==> config.mk <==
export PLATFORM = sky130hd
export DESIGN_NAME = axis_nibble_packer
export DESIGN_NICKNAME = d
export VERILOG_FILES = /design/src/rtl/axis_pkg.sv /design/src/rtl/axis_nibble_packer.sv
export SDC_FILE = /design/constraint.sdc
export NUM_CORES = 1
export LEC_CHECK = 0
export CORE_ASPECT_RATIO = 0.6
export CORE_UTILIZATION = 54
export CTS_CLUSTER_DIAMETER = 120
export DETAILED_ROUTE_END_ITERATION = 16
export PLACE_DENSITY = 0.82
export SETUP_SLACK_MARGIN = 0.05
export SYNTH_ARGS = -nofsm -noshare
export SYNTH_HDL_FRONTEND = slang
export SYNTH_SLANG_ARGS = --single-unit
export TNS_END_PERCENT = 5
==> constraint.sdc <==
create_clock -name clk_i -period 3.75 [get_ports clk_i]
set_input_delay 0.75 -clock clk_i [delete_from_list [all_inputs] [get_ports clk_i]]
set_output_delay 0.75 -clock clk_i [all_outputs]
set_load 0.005 [all_outputs]
==> src/rtl/axis_pkg.sv <==
// -----------------------------------------------------------------------------
// axis_pkg
// Shared constants and helpers for the nibble-stream blocks.
//   NIBBLE_W   : width of one stream lane (4 bits)
//   idx_width  : index counter width for a given number of nibbles per word
//   keep_mask  : lane index -> thermometer mask (bits 0..idx set)
// -----------------------------------------------------------------------------
package axis_pkg;

   localparam int NIBBLE_W = 4;

   function automatic int idx_width(input int nibbles);
      return (nibbles <= 2) ? 1 : $clog2(nibbles);
   endfunction

   function automatic logic [15:0] keep_mask(input logic [3:0] idx);
      logic [15:0] m;
      m = '0;
      for (int i = 0; i < 16; i++) begin
         m[i] = (i <= int'(idx));
      end
      return m;
   endfunction

endpackage

==> src/rtl/axis_nibble_packer.sv <==
// -----------------------------------------------------------------------------
// axis_nibble_packer
// Packs a 4-bit valid/ready stream into words of NIBBLES nibbles, little-endian
// (first nibble in tdata_o[3:0]). One nibble per cycle sustained, no bubbles at
// word boundaries.
//
// Optional feature: macro PACKER_TLAST_EN adds tlast_i, tkeep_o and tlast_o;
// tlast_i closes a short word early.
//
// Ports
//   clk_i     in   clock, rising edge
//   arstn_i   in   asynchronous active-low reset
//   tvalid_i  in   upstream nibble valid
//   tready_o  out  packer can accept a nibble (combinational from tready_i)
//   tdata_i   in   upstream nibble
//   tlast_i   in   last nibble of packet            (PACKER_TLAST_EN only)
//   tvalid_o  out  packed word valid, registered
//   tready_i  in   downstream ready
//   tdata_o   out  packed word, registered
//   tkeep_o   out  per-nibble lane valid mask       (PACKER_TLAST_EN only)
//   tlast_o   out  packet end                       (PACKER_TLAST_EN only)
// -----------------------------------------------------------------------------
module axis_nibble_packer
   import axis_pkg::*;
#(
   parameter int NIBBLES = 4
) (
   input  logic                          clk_i,
   input  logic                          arstn_i,
   input  logic                          tvalid_i,
   output logic                          tready_o,
   input  logic [NIBBLE_W-1:0]           tdata_i,
`ifdef PACKER_TLAST_EN
   input  logic                          tlast_i,
`endif
   output logic                          tvalid_o,
   input  logic                          tready_i,
`ifdef PACKER_TLAST_EN
   output logic [NIBBLE_W*NIBBLES-1:0]   tdata_o,
   output logic [NIBBLES-1:0]            tkeep_o,
   output logic                          tlast_o
`else
   output logic [NIBBLE_W*NIBBLES-1:0]   tdata_o
`endif
);

   localparam int W  = NIBBLE_W * NIBBLES;
   localparam int AW = NIBBLE_W * (NIBBLES - 1);
   localparam int IW = idx_width(NIBBLES);
   localparam logic [IW-1:0] LAST_IDX = IW'(NIBBLES - 1);

   logic [IW-1:0] idx_q,   idx_d;
   logic [AW-1:0] acc_q,   acc_d;
   logic [W-1:0]  data_q,  data_d;
   logic          valid_q, valid_d;

   logic          last_lane;
   logic          complete_req;
   logic          hs_in;
   logic          hs_out;
   logic [W-1:0]  nib_shift;

`ifdef PACKER_TLAST_EN
   logic [NIBBLES-1:0] keep_q, keep_d;
   logic               last_q, last_d;
   logic [15:0]        keep_full;
`endif

   always_comb begin
      last_lane = (idx_q == LAST_IDX);
`ifdef PACKER_TLAST_EN
      // Any nibble may complete a word, so every nibble waits for a free output.
      tready_o     = ~valid_q | tready_i;
      complete_req = last_lane | tlast_i;
`else
      // Only the completing nibble needs the output register.
      tready_o     = ~last_lane | ~valid_q | tready_i;
      complete_req = last_lane;
`endif
      hs_in  = tvalid_i & tready_o;
      hs_out = valid_q & tready_i;
   end

   // Accumulator lanes at and above idx are always zero, so OR-ing the
   // shifted nibble both fills its lane and forms the completed word.
   assign nib_shift = W'(tdata_i) << {idx_q, 2'b00};

`ifdef PACKER_TLAST_EN
   assign keep_full = keep_mask(4'(idx_q));
`endif

   always_comb begin
      idx_d   = idx_q;
      acc_d   = acc_q;
      data_d  = data_q;
      valid_d = valid_q;
`ifdef PACKER_TLAST_EN
      keep_d  = keep_q;
      last_d  = last_q;
`endif
      if (hs_out) begin
         valid_d = 1'b0;
      end
      if (hs_in) begin
         if (complete_req) begin
            data_d  = W'(acc_q) | nib_shift;
            valid_d = 1'b1;
            idx_d   = '0;
            acc_d   = '0;
`ifdef PACKER_TLAST_EN
            keep_d  = keep_full[NIBBLES-1:0];
            last_d  = tlast_i;
`endif
         end else begin
            acc_d = acc_q | nib_shift[AW-1:0];
            idx_d = idx_q + 1'b1;
         end
      end
   end

   always_ff @(posedge clk_i or negedge arstn_i) begin
      if (!arstn_i) begin
         idx_q   <= '0;
         acc_q   <= '0;
         data_q  <= '0;
         valid_q <= 1'b0;
`ifdef PACKER_TLAST_EN
         keep_q  <= '0;
         last_q  <= 1'b0;
`endif
      end else begin
         idx_q   <= idx_d;
         acc_q   <= acc_d;
         data_q  <= data_d;
         valid_q <= valid_d;
`ifdef PACKER_TLAST_EN
         keep_q  <= keep_d;
         last_q  <= last_d;
`endif
      end
   end

   assign tvalid_o = valid_q;
   assign tdata_o  = data_q;
`ifdef PACKER_TLAST_EN
   assign tkeep_o  = keep_q;
   assign tlast_o  = last_q;
`endif

endmodule

=== Word-level counts from Yosys, hierarchy flattened ===
Cells that the tools add are included.

* Logic and storage cells: 21
* Input port bits: 8
* Register bits: 31
* Output and inout bits: 18

* Add/sub/neg operators: 1
* Eq/ne operators: 1
* Bitwise gates (word level): 8
* Muxes and demuxes: 5
* Shift operators: 1
* Reduce and logical (&&, ||, !) cells: 1

{| class="wikitable"
|+ Operator list
! operator !! number
|-
| OR 12 x 16 -> 16 bit || 1
|-
| left shift 4 x 4 -> 16 bit || 1
|-
| 2-to-1 mux 12 bit || 1
|-
| OR 12 bit || 1
|-
| 2-to-1 mux 1 bit || 3
|-
| adder 2 x 1 -> 2 bit, second input constant || 1
|-
| AND 1 bit || 2
|-
| == test 2 bit, second input constant || 1
|-
| 2-to-1 mux 2 bit || 1
|-
| inverter 1 bit || 2
|-
| OR 1 bit || 2
|-
| AND reduction 2 bit || 1
|}

=== Longest topological paths before layout ===
* Depth in word-level cells: 6
* Gate-level depth with buffers: 5
* Mapped depth without buffers: 4

=== Least setup slack after synthesis ===
Ideal clock, no wire load.

* Path kind: in2out
* Start: input tready_i
* End: output tready_o
* Arrival time: 0.913 ns
* Buffers on the path: 0
* Stages: 1
* Required time: 3.000 ns
* Path slack: 2.087 ns
* Cell sequence: nand3b_1

* Longest elaborated chain between the ends: 1

{| class="wikitable"
|+ Ends and longest elaborated chain
! what !! line !! text
|-
| from (decl) || axis_nibble_packer.sv:37 || <nowiki>input logic tready_i,</nowiki>
|-
| OR 1 bit || axis_nibble_packer.sv:77 || <nowiki>tready_o = ~last_lane | ~valid_q | tready_i;</nowiki>
|-
| to (decl) || axis_nibble_packer.sv:31 || <nowiki>output logic tready_o,</nowiki>
|}

No other way between the ends.

=== Worst setup path after layout ===
Ends and elaborated chain as after synthesis.

==> impl_metrics.yaml <==
detailed_routing:
  dr.pass1.iters: 4
  dr.first_iter.drc_count: 61
  ant_nets: 0
  vias: 992
  via_per_inst: 5.421
  wl_per_cell_um: 14.97
  routed_wl_um: 2740
  drcViolationCount: 0
min_path:
  holdPathStages: 2
  hold_class: "reg -> reg"
clock_network:
  cts_tree: "done"
  clk_latency_ns: 0.28
  cts.sinks: 31
  cts.hold.buffers_added: 0
  post_cts_buffers: 0
  cts_made_buffers: 5
  cts_resized: 0
  clock-root-buffer: "clkbuf_8"
  ctsLongestPathBuffers: 2
  path_clk_slew_ns: 0.06
  htree_num_levels: 2
logic_synthesis:
  syn-cell-area_um2: 1364
  synthXorXnorAreaFrac: 0
  synth_top_family_by_area: "multiplexers"
  synth.area.mux_share: 0.1294
  yosysSeqAreaShare: 0.5688
  netlist-cell-type-count: 20
  synth_compound_area_frac: 0.09725
  avgSynthCellArea_um2: 11.09
  yosys.area_share.simple: 0.1294
  yosysWarnings: 0
  synth_fa_ha_area_frac: 0.009174
  synth-seq-cells: 31
  synth_fp_nets: 132
  syn_inst: 123
global_route:
  grt_max_degree: 32
  grt_pass1_vias: 961
  grt_overflow_total: 0
  grt_pass1_wl_um: 4443
  antenna_found_initial: 0
  grtUsageTotal: 0.2440
sta:
  post-route-period-util: 0.6969
  tightest_slew_ns: 0.5593
  skew_ns: 0.003151
  setup_viol: 0
  finalHoldViolCount: 0
  rsz0062_at_grt: "false"
  maxSlewHeadroom: 0.6263
  hold_slack_ns: 0.5053
  slew_viol_final: 0
  max_freq_mhz: 382.7
  finalSetupTns_ns: 0
  fin_crit_ns: 2.613
power:
  leakage_uw: 0.0008027
  powerDensity_nw_per_um2: 842.5
  vdd_drop_max_v: 0.0004351
place:
  place_area_um2: 1622
  gp_congestion: 0.7620
  hpwl_um: 2027
  port_buffers: 25
finish:
  design_area_um2: 1703
  drive_gt1_frac: 0.09150
  syn2layout_area_growth_pct: 24.86
  num_antenna_cells: 0
  final_nets: 161
  layout_common_cells: "31 x dfrtp_1, 25 x clkdlybuf4s50_1, 23 x a21oi_1"
  final_common_cell: "dfrtp_1"
  fillers: 158
  multi_input_area_um2: 498.0
  seq_area_um2: 775.7
worst_setup_path:
  path_class: "in -> out"
  cp_max_fo: 2
  arrival_ns: 1.86
  required_ns: 3.00
  end_kind: "output port"
  worstSetupStartpointType: "primary input"
  reg2regPathDepth: 4
die:
  initial_core_util: 0.5989
  num_rows: 13
  core_um2: 2277
  die_h_um: 40.93
  dieWidth_um: 66.88
  ios: 26
  dieArea_um2: 2737
run:
  drv_cap: 0
run_status:
  status: "finished, final reports clean"
-- cell families (layout without fill, tap and decap cells) --
| group | Yosys count | after routing |
|---|---|---|
| compound gates | 25 | 25 |
| fa+ha+maj | 1 | 1 |
| buf+inv | 17 | 47 |
| flops | 31 | 31 |
| mux | 17 | 17 |
| simple gates | 32 | 32 |
-- sequential cells by signal, indices dropped and copies added (netlist names) --
register	count
tvalid_o	1
tdata_o	16
idx_q	2
acc_q	12
-- stage by stage --
step	utilization	total power, uW	setup WS (ns)	std cells
global route	0.7478	1542	1.098	183
floorplan	-	921.2	2.087	123
finish	0.7478	1435	1.137	183
CTS	0.7478	1447	1.133	183
detailed placement	0.7121	1195	1.136	175
global placement	0.7121	1157	1.161	175
-- synthesized netlist by cell type --
library cell	number	area [um^2]
dfrtp_1	31	775.7
a21oi_1	23	115.1
nor2_1	13	48.80
inv_1	12	45.04
mux2i_1	12	120.1
nor2b_1	6	37.54
and3_1	5	31.28
mux2_2	5	56.30
a22o_1	2	17.52
and3b_1	2	17.52
buf_2	2	10.01
nand2_1	2	7.510
buf_12	1	20.02
buf_6	1	11.26
clkbuf_1	1	3.750
ha_1	1	12.51
nand2b_4	1	13.76
nand3_1	1	5.000
nand3b_1	1	7.510
nor3b_1	1	7.510
-- per-layer routing --
| layer | wire length (um) | part of all wire | global-route usage |
|---|---|---|---|
| met3 | 213 | 0.078 | 0.09167 |
| met1 | 1194 | 0.44 | 0.2923 |
| met4 | 38 | 0.014 | 0.09043 |
| met5 | 0 | 0 | 0 |
| met2 | 1293 | 0.47 | 0.4167 |
-- final cells by class --
class | count | area share
inverters | 12 | 0.02645
clock inverters | 1 | 0.002939
repair buffers | 27 | 0.1558
flip-flops and latches | 31 | 0.4555
clock buffers | 7 | 0.04482
multi-input cells | 75 | 0.2924
well taps | 30 | 0.02204
-- power breakdown --
part	total (uW)	switching, uW	internal, uW
Combinational	574	253	321
Clock	247	118	130
Sequential	613	114	499
Total	1430	485	949
-- final timing paths --
kind / from / end / slack [ns]
worst min-delay path: acc_q[2] / acc_q[2] / 0.51
worst min register to register: acc_q[2] / acc_q[2] / 0.51
max in group asynchronous: arstn_i / tdata_o[5] / 2.59
worst max-delay path: tready_i / tready_o / 1.14
worst max register to register: idx_q[0] / tdata_o[11] / 1.64
min in group asynchronous: arstn_i / acc_q[3] / 0.88
-- critical path, cell delays in order --
cell             delay (ns)
clkdlybuf4s50_1        0.48
nand3b_1               0.13
clkdlybuf4s50_1        0.51
Note: power is estimated with default switching activity, not from simulation.
